### config.mk
export PLATFORM = sky130hd
export DESIGN_NAME = fetch_stage_ctrl
export DESIGN_NICKNAME = d
export VERILOG_FILES = /design/src/rtl/fetch_stage_ctrl_pkg.sv /design/src/rtl/fetch_stage_ctrl_sat_counter.sv /design/src/rtl/fetch_stage_ctrl.sv
export SDC_FILE = /design/constraint.sdc
export NUM_CORES = 1
export LEC_CHECK = 0
export ABC_AREA = 1
export CORE_ASPECT_RATIO = 0.8
export CORE_UTILIZATION = 50
export CTS_CLUSTER_DIAMETER = 30
export CTS_CLUSTER_SIZE = 25
export DETAILED_ROUTE_END_ITERATION = 6
export GPL_ROUTABILITY_DRIVEN = 0
export GPL_TIMING_DRIVEN = 0
export HOLD_SLACK_MARGIN = 0.08
export PLACE_DENSITY = 0.81
export REMOVE_ABC_BUFFERS = 1
export SYNTH_ARGS = -nofsm -noshare
export SYNTH_HDL_FRONTEND = slang
export SYNTH_HIERARCHICAL = 1
export SYNTH_SLANG_ARGS = --single-unit
### constraint.sdc
create_clock -name clk -period 4.01 [get_ports clk]
set_input_delay 0.401 -clock clk [delete_from_list [all_inputs] [get_ports clk]]
set_output_delay 0.401 -clock clk [all_outputs]
set_load 0.1 [all_outputs]
### src/rtl/fetch_stage_ctrl_pkg.sv
//------------------------------------------------------------------------------
// Module  : common_params (package)
// Purpose : Shared constants and helpers for the RV32I fetch stage.
//           XLEN          - datapath width
//           NOP_INSTR     - canonical NOP (addi x0, x0, 0)
//           DEFAULT_RESET_PC - reset fetch address used when none is given
//           align_word()  - force an address onto a 4-byte boundary
// Revision: 1.0 - initial release
//------------------------------------------------------------------------------
`default_nettype none

package common_params;

  localparam int XLEN = 32;

  localparam logic [XLEN-1:0] NOP_INSTR        = 32'h0000_0013;
  localparam logic [XLEN-1:0] DEFAULT_RESET_PC = 32'h0000_0000;

  // Redirect targets are word addresses; the low two bits are discarded.
  function automatic logic [XLEN-1:0] align_word(input logic [XLEN-1:0] a);
    return a & {{(XLEN-2){1'b1}}, 2'b00};
  endfunction

endpackage

`default_nettype wire

### src/rtl/fetch_stage_ctrl_sat_counter.sv
//------------------------------------------------------------------------------
// Module  : sat_counter
// Purpose : Up-counter that sticks at all-ones instead of wrapping.
// Ports   : clk     - clock
//           rst     - asynchronous active-high reset (clears count)
//           i_en    - count this cycle
//           o_count - current count (registered)
// Revision: 1.0 - initial release
//------------------------------------------------------------------------------
`default_nettype none

module sat_counter
  import common_params::*;
#(
  parameter int CNT_W = 32
) (
  input  logic             clk,
  input  logic             rst,
  input  logic             i_en,
  output logic [CNT_W-1:0] o_count
);

  logic [CNT_W-1:0] r_count;

  always_ff @(posedge clk or posedge rst) begin
    if (rst) begin
      r_count <= '0;
    end else if (i_en && (r_count != {CNT_W{1'b1}})) begin
      r_count <= r_count + CNT_W'(1);
    end
  end

  assign o_count = r_count;

endmodule

`default_nettype wire

### src/rtl/fetch_stage_ctrl.sv
//------------------------------------------------------------------------------
// Module  : fetch_stage_ctrl
// Purpose : RV32I fetch-stage controller and IF/ID pipeline register.
//           Owns the PC, drives a synchronous instruction memory, holds the
//           decode instruction across stalls and squashes wrong-path fetches
//           on a taken redirect. Counts stall and flush cycles for debug.
// Ports   : clk, rst              - clock, async active-high reset
//           i_stall               - freeze PC and IF/ID (dominates flush)
//           i_flush               - redirect to i_id_branch_target
//           i_id_branch_target    - redirect address
//           o_imem_addr           - instruction memory address (= PC)
//           i_imem_rdata          - memory data for previous edge's address
//           o_if_id_pc            - PC of the decode instruction
//           o_if_id_pc_plus4      - o_if_id_pc + 4
//           o_if_id_instr         - decode instruction, NOP when invalid
//           o_if_id_valid         - decode slot holds a real instruction
//           o_stall_cnt           - saturating count of stalled cycles
//           o_flush_cnt           - saturating count of accepted flushes
// Revision: 1.0 - initial release
//------------------------------------------------------------------------------
`default_nettype none

module fetch_stage_ctrl
  import common_params::*;
#(
  parameter logic [XLEN-1:0] RESET_PC = DEFAULT_RESET_PC,
  parameter int              CNT_W    = 32
) (
  input  logic             clk,
  input  logic             rst,
  input  logic             i_stall,
  input  logic             i_flush,
  input  logic [XLEN-1:0]  i_id_branch_target,
  output logic [XLEN-1:0]  o_imem_addr,
  input  logic [XLEN-1:0]  i_imem_rdata,
  output logic [XLEN-1:0]  o_if_id_pc,
  output logic [XLEN-1:0]  o_if_id_pc_plus4,
  output logic [XLEN-1:0]  o_if_id_instr,
  output logic             o_if_id_valid,
  output logic [CNT_W-1:0] o_stall_cnt,
  output logic [CNT_W-1:0] o_flush_cnt
);

  logic [XLEN-1:0] r_pc;
  logic [XLEN-1:0] r_id_pc;
  logic [XLEN-1:0] r_id_pc_plus4;
  logic            r_id_valid;
  logic [XLEN-1:0] r_hold_instr;
  logic            r_hold_valid;

  logic [XLEN-1:0] w_pc_plus4;
  logic [XLEN-1:0] w_target;
  logic            w_flush_take;

  assign w_pc_plus4   = r_pc + 32'd4;          // wraps modulo 2^32
  assign w_target     = align_word(i_id_branch_target);
  assign w_flush_take = i_flush & ~i_stall;    // a stall masks the flush

  always_ff @(posedge clk or posedge rst) begin
    if (rst) begin
      r_pc          <= RESET_PC;
      r_id_pc       <= '0;
      r_id_pc_plus4 <= 32'd4;
      r_id_valid    <= 1'b0;
      r_hold_instr  <= '0;
      r_hold_valid  <= 1'b0;
    end else if (i_stall) begin
      // PC stays put, so memory keeps re-reading the successor word. The
      // decode word only appears on rdata in the first stall cycle; latch it
      // then and replay it for the rest of the stall.
      if (!r_hold_valid) begin
        r_hold_instr <= i_imem_rdata;
        r_hold_valid <= 1'b1;
      end
    end else begin
      r_hold_valid  <= 1'b0;
      r_id_pc       <= r_pc;
      r_id_pc_plus4 <= w_pc_plus4;
      if (w_flush_take) begin
        // The word fetched at the old PC is on the wrong path: mark it
        // invalid in decode and start fetching the target.
        r_pc       <= w_target;
        r_id_valid <= 1'b0;
      end else begin
        r_pc       <= w_pc_plus4;
        r_id_valid <= 1'b1;
      end
    end
  end

  always_comb begin
    o_if_id_instr = i_imem_rdata;
    if (!r_id_valid) begin
      o_if_id_instr = NOP_INSTR;
    end else if (r_hold_valid) begin
      o_if_id_instr = r_hold_instr;
    end
  end

  assign o_imem_addr      = r_pc;
  assign o_if_id_pc       = r_id_pc;
  assign o_if_id_pc_plus4 = r_id_pc_plus4;
  assign o_if_id_valid    = r_id_valid;

  sat_counter #(
    .CNT_W (CNT_W)
  ) u_stall_cnt (
    .clk     (clk),
    .rst     (rst),
    .i_en    (i_stall),
    .o_count (o_stall_cnt)
  );

  sat_counter #(
    .CNT_W (CNT_W)
  ) u_flush_cnt (
    .clk     (clk),
    .rst     (rst),
    .i_en    (w_flush_take),
    .o_count (o_flush_cnt)
  );

endmodule

`default_nettype wire

==> flow_summary.rst, run 1 <==
.. list-table::
   :header-rows: 1

   * - Metric
     - Value
   * - Total area of multi-input combinational cells
     - 5240 um2
   * - Sequential share of power
     - 34.5%
   * - Critical path data required time
     - around 3.6 ns
   * - Count of flip-flops with a built-in enable after synthesis
     - 0
   * - Violations in the final reports
     - design-rule violations
   * - Global-route wire length before repair
     - 47600 um
   * - Total I/O pin count
     - around 260
   * - Post-layout net count
     - 1804
   * - Slew Viols, Final
     - 0
   * - HP Class
     - primary input to flip-flop
   * - Clock transition at the register clock pins on the worst setup and hold paths after CTS
     - 0.08 ns
   * - Element type at the critical path end
     - primary output
   * - DRC viols
     - 26
   * - Avg Synthesized Cell Area
     - 7.11 um2
   * - Number of storage elements in the synthesis netlist
     - 188
   * - Total congestion overflow
     - 0
   * - Normalized max-slew margin
     - 20.9%
   * - Total length of routed wires
     - between 20000 and 30000 um
   * - Number of warnings issued by yosys
     - 6
   * - Clock skew after layout
     - 0.0151 ns
   * - Area contributors post-synth
     - sky130_fd_sc_hd__dfrtp_1, sky130_fd_sc_hd__nand2_1, sky130_fd_sc_hd__nor2_1
   * - ANT nets after route
     - 0
   * - HPWL after detailed placement
     - 21000 um
   * - Worst-margin pin slew
     - 1.19 ns
   * - Post-cts hold buffer count
     - 0
   * - Net switching share of the total power
     - between 40% and 50%
   * - Tot Pwr
     - just under 7 mW
   * - Crit path setup slack, layout
     - approximately 0.6 ns
   * - Final number of hold-violating endpoints
     - 0
   * - Part of the power in combinational logic
     - 39.3%
   * - CTS H-Tree Depth
     - 4
   * - Antenna violations before repair
     - 1
   * - Count of final setup violators
     - 0
   * - Number of gates given a new drive strength after cts
     - 0
   * - Area Overhead vs Synth
     - 31.3%
   * - Internal power summed over all cells
     - around 3.7 mW
   * - Commonest cells in the synthesized netlist
     - sky130_fd_sc_hd__nand2_1, sky130_fd_sc_hd__dfrtp_1, sky130_fd_sc_hd__nor2_1
   * - Clock tree from TritonCTS
     - yes
   * - Portion of the post-synthesis area used by sequential elements
     - 44.0%
   * - Endpoint arrival time on the critical path
     - between 2 and 3 ns
   * - Vias/cell
     - about 5.1
   * - Minimum setup slack after placement
     - 1.04 ns
   * - Clock buffers created by TritonCTS
     - 17
   * - Via count of the first global-routing pass
     - between 9000 and 10000
   * - Share of flip-flops with an asynchronous set or reset
     - 100%
   * - Max-cap violations
     - 0
   * - Bufs on Longest Clock Path
     - 2
   * - Area of the die
     - 22000 um2
   * - Relative contribution of the clock network to total power
     - between 20% and 30%
   * - Net switching power
     - 3.10 mW
   * - Min-Delay Path Depth
     - 3
   * - Max Fclk
     - 295 MHz
   * - Worst r2r path cells
     - 9
   * - Die outline width
     - 165 um
   * - Share of the core filled with cells
     - 67.4%
   * - FILL cells
     - approximately 1800
   * - Status
     - finished with violations
   * - Most frequent cell after synthesis
     - sky130_fd_sc_hd__nand2_1
   * - Worst setup SP type
     - flip-flop
   * - Setup repair after global routing missed its margin
     - false
   * - Clk root buf
     - sky130_fd_sc_hd__clkbuf_16
   * - Cell area reported after detailed placement
     - 13400 um2
   * - Startpoint-to-endpoint class of the critical path
     - flip-flop to primary output
   * - Worst-skew pair later-pin latency
     - 0.43 ns
   * - FF+latch area
     - about 4700 um2
   * - First drt pass iteration count
     - 7
   * - Fraction of layout instances using a drive strength above 1
     - 5.27%
   * - Post-CTS setup buffer count
     - 0
   * - Number of vias after detailed routing
     - between 10000 and 15000
   * - Slowest cell on crit path
     - sky130_fd_sc_hd__clkdlybuf4s50_1
   * - Fin area
     - 14000 um2
   * - Share of the cycle needed by the critical path after routing
     - 84.7%
   * - Crit path time final
     - about 3.4 ns
   * - Peak fanout along the critical path
     - 32
   * - Initial drt markers
     - 877
   * - Core outline area
     - 20800 um2
   * - Largest net degree at the start of global routing
     - 99
   * - Initial cell density of the core
     - roughly 50%
   * - Worst vdd rail ir drop
     - 537 uV
   * - Count of port buffers added during placement
     - 252
   * - Leakage power total
     - 6.61 nW
   * - Unique masters post-synth
     - 35
   * - Sinks on the clock net
     - 188
   * - Number of cell rows
     - 47
   * - Average routed wire per standard cell
     - 14.5 um
   * - CP Cell Sequence
     - mux2i_1, nor2_1, clkdlybuf4s50_1
   * - Post-Syn Instances
     - about 1500
   * - Share of the synthesized area in the top cell type
     - between 40% and 50%
   * - Biggest area consumer among synthesized cells
     - sky130_fd_sc_hd__dfrtp_1
   * - Height of the chip
     - between 100 and 150 um
   * - Areal power density over the cells
     - 483 nW/um2
   * - Final antenna diode count
     - 0
   * - Post-synthesis instance area
     - 10700 um2
   * - Predominant post-synthesis flop cell
     - sky130_fd_sc_hd__dfrtp_1
   * - Worst Hold Margin
     - 0.349 ns
   * - GRT Util Overall
     - a little over a quarter
   * - Crit path largest cell delay
     - 1.20 ns
## power groups by stage
stage | registers [mW] | clock network, mW | logic, mW
floorplan | 3.63 | 0 | 0.693
global placement | 2.36 | 0 | 2.63
detailed placement | 2.37 | 0 | 2.66
CTS | 2.34 | 1.81 | 2.66
global route | 2.37 | 1.88 | 2.78
finish | 2.34 | 1.77 | 2.66
## final timing paths
| path | slack [ns] | endpoint | start |
|---|---|---|---|
| worst min register to register | 0.48 | o_if_id_pc[3]$_DFFE_PP0N_ | o_if_id_pc[3]$_DFFE_PP0N_ |
| worst min-delay path | 0.35 | o_if_id_pc_plus4[21]$_DFFE_PP0N_ | i_stall |
| worst max register to register | 1.95 | u_stall_cnt/o_count[11]$_DFFE_PP0P_ | u_stall_cnt/o_count[0]$_DFFE_PP0P_ |
| max in group asynchronous | 2.53 | u_stall_cnt/o_count[11]$_DFFE_PP0P_ | rst |
| worst max-delay path | 0.61 | o_if_id_instr[21] | r_hold_valid$_DFF_PP0_ |
| min in group asynchronous | 0.36 | o_imem_addr[23]$_DFFE_PP0N_ | rst |
## sequential cells by signal (all words and copies together), names as in the netlist
signal	cells
o_if_id_pc_plus4	30
o_imem_addr	30
o_if_id_valid	1
r_hold_valid	1
o_if_id_pc	30
u_flush_cnt/o_count	32
r_hold_instr	32
u_stall_cnt/o_count	32
## critical path: cells and delay by family, from the launching register on
kind | cells | cell delay (ns)
buffers and inverters | 1 | 1.20
multiplexers | 1 | 0.21
AND/OR/NAND/NOR | 1 | 0.14
flip-flops | 1 | 1.00
## metal layers
metal  global-route usage (%)  up-vias  share of wire (%)
met2                     42.9      302                 47
met5                        0        -              0.045
li1                         -     5074                  -
met3                     7.65       36                7.6
met1                     36.0     4805                 44
met4                     8.03        2                1.7
## cell type report
class                           instances  share of cell area (%)
Multi-Input combinational cell       1145                    37.3
Inverter                              122                    3.32
Clock inverter                         14                    1.22
Tap cell                              269                    2.40
Clock buffer                           18                    3.13
Timing Repair Buffer                  259                    19.1
Sequential cell                       188                    33.5
## cell families after synthesis
family	share of synthesized area [%]
AND/OR/NAND/NOR	36.9
flip-flops	44.0
buffers and inverters	7.28
AO/OA/AOI/OAI	5.44
XOR/XNOR	3.00
multiplexers	3.00
adder cells (fa/ha/maj)	0.351
other	0.0351
## stage by stage
step	cells	setup TNS [ns]
5_1_grt	2015	0
3_3_place_gp	1976	-664.10
2_1_floorplan	1455	0
4_1_cts	2014	0
6_report	2015	0
3_5_place_dp	1982	0
## placed cells by master (no fill, tap or decap), types with 3 or more instances in the layout
cell	Yosys	routed
sky130_fd_sc_hd__ha_1	3	3
sky130_fd_sc_hd__xor2_2	3	3
sky130_fd_sc_hd__mux2i_1	32	32
sky130_fd_sc_hd__nor2_4	9	10
sky130_fd_sc_hd__dfrtp_1	187	186
sky130_fd_sc_hd__o22ai_1	4	4
sky130_fd_sc_hd__nand2_4	6	6
sky130_fd_sc_hd__o21ai_0	103	103
sky130_fd_sc_hd__nand2_1	685	685
sky130_fd_sc_hd__clkdlybuf4s50_1	0	251
sky130_fd_sc_hd__nor2_1	167	166
sky130_fd_sc_hd__nand3b_1	4	4
sky130_fd_sc_hd__a21oi_1	5	3
sky130_fd_sc_hd__nand2_2	9	9
sky130_fd_sc_hd__nor2_2	10	10
sky130_fd_sc_hd__nor3_1	4	4
sky130_fd_sc_hd__inv_6	0	4
sky130_fd_sc_hd__buf_8	4	3
sky130_fd_sc_hd__inv_1	119	117
sky130_fd_sc_hd__xor2_1	18	18
sky130_fd_sc_hd__xnor2_1	13	13
sky130_fd_sc_hd__buf_16	0	4
sky130_fd_sc_hd__nand3_1	52	52
sky130_fd_sc_hd__inv_8	0	5
sky130_fd_sc_hd__conb_1	1	6
sky130_fd_sc_hd__clkbuf_16	0	17
sky130_fd_sc_hd__nor2_8	4	4
Power figures use the tool's default switching activity.
==> inputs of run 2 (changes only) <==
==> constraint.sdc (replaced) <==
create_clock -name clk -period 3.2 [get_ports clk]
set_input_delay 0.32 -clock clk [delete_from_list [all_inputs] [get_ports clk]]
set_output_delay 0.32 -clock clk [all_outputs]
set_load 0.1 [all_outputs]
==> run 2 against run 1 <==
Effect of this change: the flow still finishes with violations (design-rule violations); first-iteration DRC count is 0.91% lower; utilization is 0.19 points lower; clock power is 26% higher; clock skew is 0.0035 ns lower; sequential power is 25% higher; flip-flop and latch count stayed put; final cell count stayed put; worst hold slack worse by 0.083 ns; die area stayed put.
==> flow_summary.rst, run 2 (synthesis gave the netlist of run 1 again) <==
.. list-table::
   :header-rows: 1

   * - Metric
     - Value
   * - Worst r2r src
     - u_stall_cnt/o_count[0]$_DFFE_PP0P_
   * - Element type at the critical path end
     - primary output
   * - Global-route wire length before repair
     - 47600 um
   * - Clock buffers created by TritonCTS
     - 17
   * - Setup TNS
     - 0 ns
   * - Post-cts hold buffer count
     - 0
   * - Crit path time final
     - 3.02 ns
   * - Number of vias after detailed routing
     - 10200
   * - DRC viols
     - 26
   * - Final number of hold-violating endpoints
     - 0
   * - Core outline area
     - 20800 um2
   * - Fraction of layout instances using a drive strength above 1
     - about 5.3%
   * - Total length of routed wires
     - about 30000 um
   * - Crit path largest cell delay
     - 1.00 ns
   * - Kind of cell adding the most delay to the critical path
     - flip-flops
   * - Area of the die
     - roughly 22000 um2
   * - First drt pass iteration count
     - 7
   * - Initial drt markers
     - 869
   * - Clock tree from TritonCTS
     - yes
   * - Worst-skew pair later-pin latency
     - approximately 0.43 ns
   * - Clock skew after layout
     - 0.0116 ns
   * - Endpoint arrival time on the critical path
     - 2.70 ns
   * - Slowest cell on crit path
     - sky130_fd_sc_hd__dfrtp_2
   * - Total congestion overflow
     - 0
   * - ANT nets after route
     - 0
   * - Commonest cells after routing, fill and taps aside
     - sky130_fd_sc_hd__nand2_1, sky130_fd_sc_hd__clkdlybuf4s50_1, sky130_fd_sc_hd__dfrtp_1, sky130_fd_sc_hd__nor2_1, sky130_fd_sc_hd__inv_1
   * - Sinks on the clock net
     - roughly 190
   * - Origin of the worst min-delay path
     - i_stall
   * - Peak fanout along the critical path
     - 32
   * - Leakage power total
     - 6.71 nW
   * - Status
     - finished with violations
   * - CP Cell Sequence
     - mux2i_1, nor2_1, dlygate4sd2_1
   * - Critical path data required time
     - 2.88 ns
   * - Fin area
     - 14000 um2
   * - Antenna violations before repair
     - 1
   * - Initial cell density of the core
     - 51.3%
   * - Max-cap violations
     - 0
   * - FF+latch area
     - 4710 um2
   * - Largest net degree at the start of global routing
     - 99
   * - Worst vdd rail ir drop
     - 672 uV
   * - Max Fclk
     - 331 MHz
   * - Count of buffer and inverter cells on the critical path
     - 1
   * - Height of the chip
     - 133 um
   * - Number of cell rows
     - 47
   * - Count of final setup violators
     - 0
   * - Slew Viols, Final
     - 0
   * - Area Overhead vs Synth
     - 30.9%
   * - Clk root buf
     - sky130_fd_sc_hd__clkbuf_16
   * - Critical path launch point
     - r_hold_valid$_DFF_PP0_
   * - Vias/cell
     - 5.05
   * - CTS H-Tree Depth
     - 4
   * - GRT Util Overall
     - 27.2%
   * - Worst Hold Margin
     - 0.266 ns
   * - Normalized max-slew margin
     - 20.9%
   * - Total I/O pin count
     - 261
   * - Post-layout net count
     - 1804
   * - Violations in the final reports
     - design-rule violations
   * - Setup repair after global routing missed its margin
     - false
   * - Total area of multi-input combinational cells
     - about 5200 um2
   * - Startpoint-to-endpoint class of the critical path
     - flip-flop to primary output
   * - Via count of the first global-routing pass
     - ~9600
   * - HPWL after detailed placement
     - 21000 um
   * - Die outline width
     - 165 um
   * - Average routed wire per standard cell
     - roughly 14 um
   * - Final antenna diode count
     - 0
   * - Commonest non-fill, non-tap cell in the layout
     - sky130_fd_sc_hd__nand2_1
   * - FILL cells
     - approximately 1800
   * - Areal power density over the cells
     - 605 nW/um2
   * - Worst setup SP type
     - flip-flop
   * - Cell area reported after detailed placement
     - 13400 um2
   * - Count of port buffers added during placement
     - between 200 and 300
   * - HP Class
     - primary input to flip-flop
   * - Clock transition at the register clock pins on the worst setup and hold paths after CTS
     - 0.08 ns
   * - Worst-margin pin slew
     - approximately 1.2 ns
   * - Share of the cycle needed by the critical path after routing
     - 94.3%
   * - Bufs on Longest Clock Path
     - 2
-- run 2: changes by cell type in the layout (fill, tap and decap cells not counted), sizes merged --
cell | before | now
clkdlybuf4s50 | 251 | 219
dlygate4sd2 | 0 | 32
-- run 2: metrics by stage --
stage	std cells	power, mW	worst slack [ns]	util (%)
2_1_floorplan	1455	5.41	-0.418	-
4_1_cts	2014	8.50	0.139	67.1
5_1_grt	2015	8.79	0.0620	67.2
6_report	2015	8.47	0.181	67.2
3_5_place_dp	1982	6.30	0.311	64.3
3_3_place_gp	1976	6.25	-4.66	63.6
-- run 2: worst min-delay path, cell delays in order --
cell and delay (ns):
sky130_fd_sc_hd__buf_4 0.20, sky130_fd_sc_hd__nand2_1 0.08, sky130_fd_sc_hd__nand2_1 0.05
-- run 2: power breakdown --
part           switching, mW  internal [mW]
clock                   1.02           1.21
sequential             0.280           2.65
combinational           2.59          0.715
-- run 2: layer usage --
metal  share of wire, %  global-route usage [%]  wire (um)  vias to the layer above
met1                 44                    36.0      12900                     4759
li1                   -                       -          -                     5073
met5              0.045                       0         13                        -
met4                1.8                    7.83        518                        2
met2                 46                    43.1      13500                      303
met3                7.9                    7.65       2310                       41
-- run 2: worst paths after layout --
check / to / slack, ns / cells after the start
worst max-delay path: o_if_id_instr[21] / 0.18 / 3
worst min-delay path: o_if_id_pc_plus4[18]$_DFFE_PP0N_ / 0.27 / 3
worst max register to register: u_stall_cnt/o_count[12]$_DFFE_PP0P_ / 1.14 / 9
worst min register to register: o_if_id_pc_plus4[9]$_DFFE_PP0N_ / 0.48 / 2
max in group asynchronous: u_stall_cnt/o_count[11]$_DFFE_PP0P_ / 1.81 / 2
min in group asynchronous: o_if_id_pc[15]$_DFFE_PP0N_ / 0.28 / 2
-- run 2: what timing repair did --
| item | in CTS | in global routing |
|---|---|---|
| hold endpoints to repair | 0 | 0 |
| gates resized for setup | 32 | 0 |
| setup buffers | 0 | 0 |
| endpoints found under the setup margin | 32 | 0 |
-- run 2: final cells by class --
class | instances | area share [%]
Tap cell | 269 | 2.41
Sequential cell | 188 | 33.6
Timing Repair Buffer | 259 | 18.8
Clock inverter | 14 | 1.22
Clock buffer | 18 | 3.14
Multi-Input combinational cell | 1145 | 37.4
Inverter | 122 | 3.33
==> inputs of run 3 (changes only) <==
--- a/config.mk
+++ b/config.mk
@@ -14,7 +14,7 @@
 export GPL_ROUTABILITY_DRIVEN = 0
 export GPL_TIMING_DRIVEN = 0
 export HOLD_SLACK_MARGIN = 0.08
-export PLACE_DENSITY = 0.81
+export PLACE_DENSITY = 0.93
 export REMOVE_ABC_BUFFERS = 1
 export SYNTH_ARGS = -nofsm -noshare
 export SYNTH_HDL_FRONTEND = slang
==> run 3 against run 2 <==
Effect of this change: largest cell class unchanged; critical path depth unchanged; sequential power about the same; flip-flop and latch count unchanged; utilization up 0.090 points; via count up 4.9%; fmax down 1.6%; the flow still finishes with violations (design-rule violations); final cell count about the same; setup slack worse by 0.050 ns.
==> flow_summary.rst, run 3 (synthesis gave the netlist of run 1 again) <==
.. list-table::
   :header-rows: 1

   * - Metric
     - Value
   * - Number of gates given a new drive strength after cts
     - 32
   * - Count of final setup violators
     - 0
   * - Normalized max-slew margin
     - 27.2%
   * - Violations in the final reports
     - design-rule violations
   * - Via count of the first global-routing pass
     - 10300
   * - Leakage power total
     - 6.71 nW
   * - Net switching power
     - between 3 and 4 mW
   * - Fraction of layout instances using a drive strength above 1
     - 5.32%
   * - Count of port buffers added during placement
     - 252
   * - FILL cells
     - 1688
   * - Worst vdd rail ir drop
     - ~540 uV
   * - Global-route wire length before repair
     - approximately 50000 um
   * - Tot Pwr
     - 8.43 mW
   * - Core outline area
     - 20800 um2
   * - Final antenna diode count
     - 0
   * - Max-cap violations
     - 0
   * - Areal power density over the cells
     - 601 nW/um2
   * - HPWL after detailed placement
     - 21800 um
   * - Endpoint arrival time on the critical path
     - between 2 and 3 ns
   * - Worst-skew pair later-pin latency
     - 0.44 ns
   * - Startpoint-to-endpoint class of the critical path
     - flip-flop to primary output
   * - HP Class
     - primary input to flip-flop
   * - Part of the power in combinational logic
     - 39.4%
   * - Register-to-register setup slack
     - 1.12 ns
   * - Final Non-Filler Cells
     - between 2000 and 2500
   * - Total area of multi-input combinational cells
     - 5240 um2
   * - Clock tree from TritonCTS
     - yes
   * - Relative contribution of the clock network to total power
     - between 20% and 30%
   * - Clock transition at the register clock pins on the worst setup and hold paths after CTS
     - 0.08 ns
   * - Share of the cycle needed by the critical path after routing
     - between 90% and 100%
   * - Crit path time final
     - 3.07 ns
   * - Initial drt markers
     - 1001
   * - Post-layout net count
     - 1805
   * - Critical path data required time
     - 2.88 ns
   * - Bufs on Longest Clock Path
     - 2
   * - Setup repair after global routing missed its margin
     - false
   * - Clock buffers created by TritonCTS
     - 17
   * - Height of the chip
     - 133 um
   * - Number of cell rows
     - 47
   * - Antenna violations before repair
     - 0
   * - Sequential share of power
     - 34.9%
   * - GRT Util Overall
     - 28.7%
   * - GR met2 Demand/Resource
     - between 40% and 50%
   * - Net switching share of the total power
     - 47.4%
   * - Clk root buf
     - sky130_fd_sc_hd__clkbuf_16
   * - CTS H-Tree Depth
     - 4
   * - Share of the core filled with cells
     - between 60 and 70%
   * - Peak fanout along the critical path
     - 32
   * - Worst setup SP type
     - flip-flop
   * - Slew Viols, Final
     - 0
   * - Die outline width
     - 165 um
   * - Post-cts hold buffer count
     - 0
   * - Final number of hold-violating endpoints
     - 0
   * - Vias/cell
     - 5.30
   * - Status
     - finished with violations
   * - Origin of the worst min-delay path
     - i_stall
   * - Total I/O pin count
     - 261
   * - Worst r2r src
     - u_flush_cnt/o_count[0]$_DFFE_PP0P_
   * - Total length of routed wires
     - 30700 um
   * - Initial cell density of the core
     - between 50 and 60%
   * - Number of vias after detailed routing
     - 10700
   * - First drt pass iteration count
     - 7
   * - Average routed wire per standard cell
     - approximately 15 um
   * - Critical register-to-register path endpoint
     - u_flush_cnt/o_count[0]$_DFFE_PP0P_
   * - Setup TNS
     - 0 ns
   * - Largest net degree at the start of global routing
     - 90
   * - Commonest non-fill, non-tap cell in the layout
     - sky130_fd_sc_hd__nand2_1
   * - Area of the die
     - 22000 um2
   * - Commonest cells after routing, fill and taps aside
     - sky130_fd_sc_hd__nand2_1, sky130_fd_sc_hd__clkdlybuf4s50_1, sky130_fd_sc_hd__dfrtp_1, sky130_fd_sc_hd__nor2_1, sky130_fd_sc_hd__inv_1
   * - Worst-margin pin slew
     - 1.09 ns
   * - DRC viols
     - 22
   * - Post-Place Cells
     - 1982
   * - Fraction of met3 tracks used by global routing
     - about 8.7%
   * - Min-Delay Path Depth
     - 3
   * - Area Overhead vs Synth
     - 31.1%
   * - ANT nets after route
     - 0
   * - Element type at the critical path end
     - primary output
   * - Total congestion overflow
     - 0
   * - FF+latch area
     - 4710 um2
   * - Layer carrying the most global-route usage
     - met2
   * - Internal power summed over all cells
     - approximately 4.4 mW
   * - WHS Endpoint
     - o_if_id_pc_plus4[14]$_DFFE_PP0N_
   * - Post-CTS setup buffer count
     - 0
   * - Max Fclk
     - 326 MHz
   * - Sinks on the clock net
     - about 190
   * - Clock skew after layout
     - 0.0212 ns
   * - Met1 routing resource usage after global routing
     - 35.9%
   * - Worst r2r path cells
     - 9
[run 3: per-layer routing]
metal	share of wire, %	vias up
li1	-	5080
met1	41	5030
met2	48	506
met4	1.9	0
met3	9.5	60
met5	0	-
[run 3: critical path, cell delays in order (launching register included)]
cell and delay [ns]:
sky130_fd_sc_hd__dfrtp_2 1.00, sky130_fd_sc_hd__mux2i_1 0.23, sky130_fd_sc_hd__nor2_1 0.18, sky130_fd_sc_hd__dlygate4sd2_1 0.88
[run 3: cell type report]
class                   count  area share [%]
clock buffers              17            3.04
clock inverters            15            1.34
inverters                 122            3.32
multi-input cells        1145            37.4
flip-flops and latches    188            33.6
well taps                 269            2.40
repair buffers            260            18.9
[run 3: power groups by stage]
stage	Sequential, mW	Clock (mW)	Combinational, mW
after floorplan	4.54	0	0.869
final	2.94	2.16	3.32
after detailed placement	2.97	0	3.34
after global routing	2.97	2.28	3.47
after global placement	2.96	0	3.28
after CTS	2.93	2.20	3.32
[run 3: worst max path at each step]
| stage | start | end | slack [ns] | cells after the start |
|---|---|---|---|---|
| 5_1_grt | r_hold_valid$_DFF_PP0_ | o_if_id_instr[28] | 0.02 | 3 |
| 3_3_place_gp | i_stall | o_imem_addr[5]$_DFFE_PP0N_ | -4.48 | 6 |
| 2_1_floorplan | rst | o_if_id_pc[10]$_DFFE_PP0N_ | -0.42 | 1 |
| 4_1_cts | r_hold_valid$_DFF_PP0_ | o_if_id_instr[28] | 0.13 | 3 |
| 6_report | r_hold_valid$_DFF_PP0_ | o_if_id_instr[21] | 0.13 | 3 |
| 3_5_place_dp | r_hold_valid$_DFF_PP0_ | o_if_id_instr[21] | 0.32 | 3 |
[run 3: stage by stage]
step	area, um2	setup slack, ns	hold slack [ns]
6_report	14000	0.131	0.229
3_5_place_dp	13400	0.320	0.465
5_1_grt	14000	0.0156	0.228
2_1_floorplan	10400	-0.418	0.351
3_3_place_gp	13200	-4.48	0.464
4_1_cts	14000	0.126	0.217
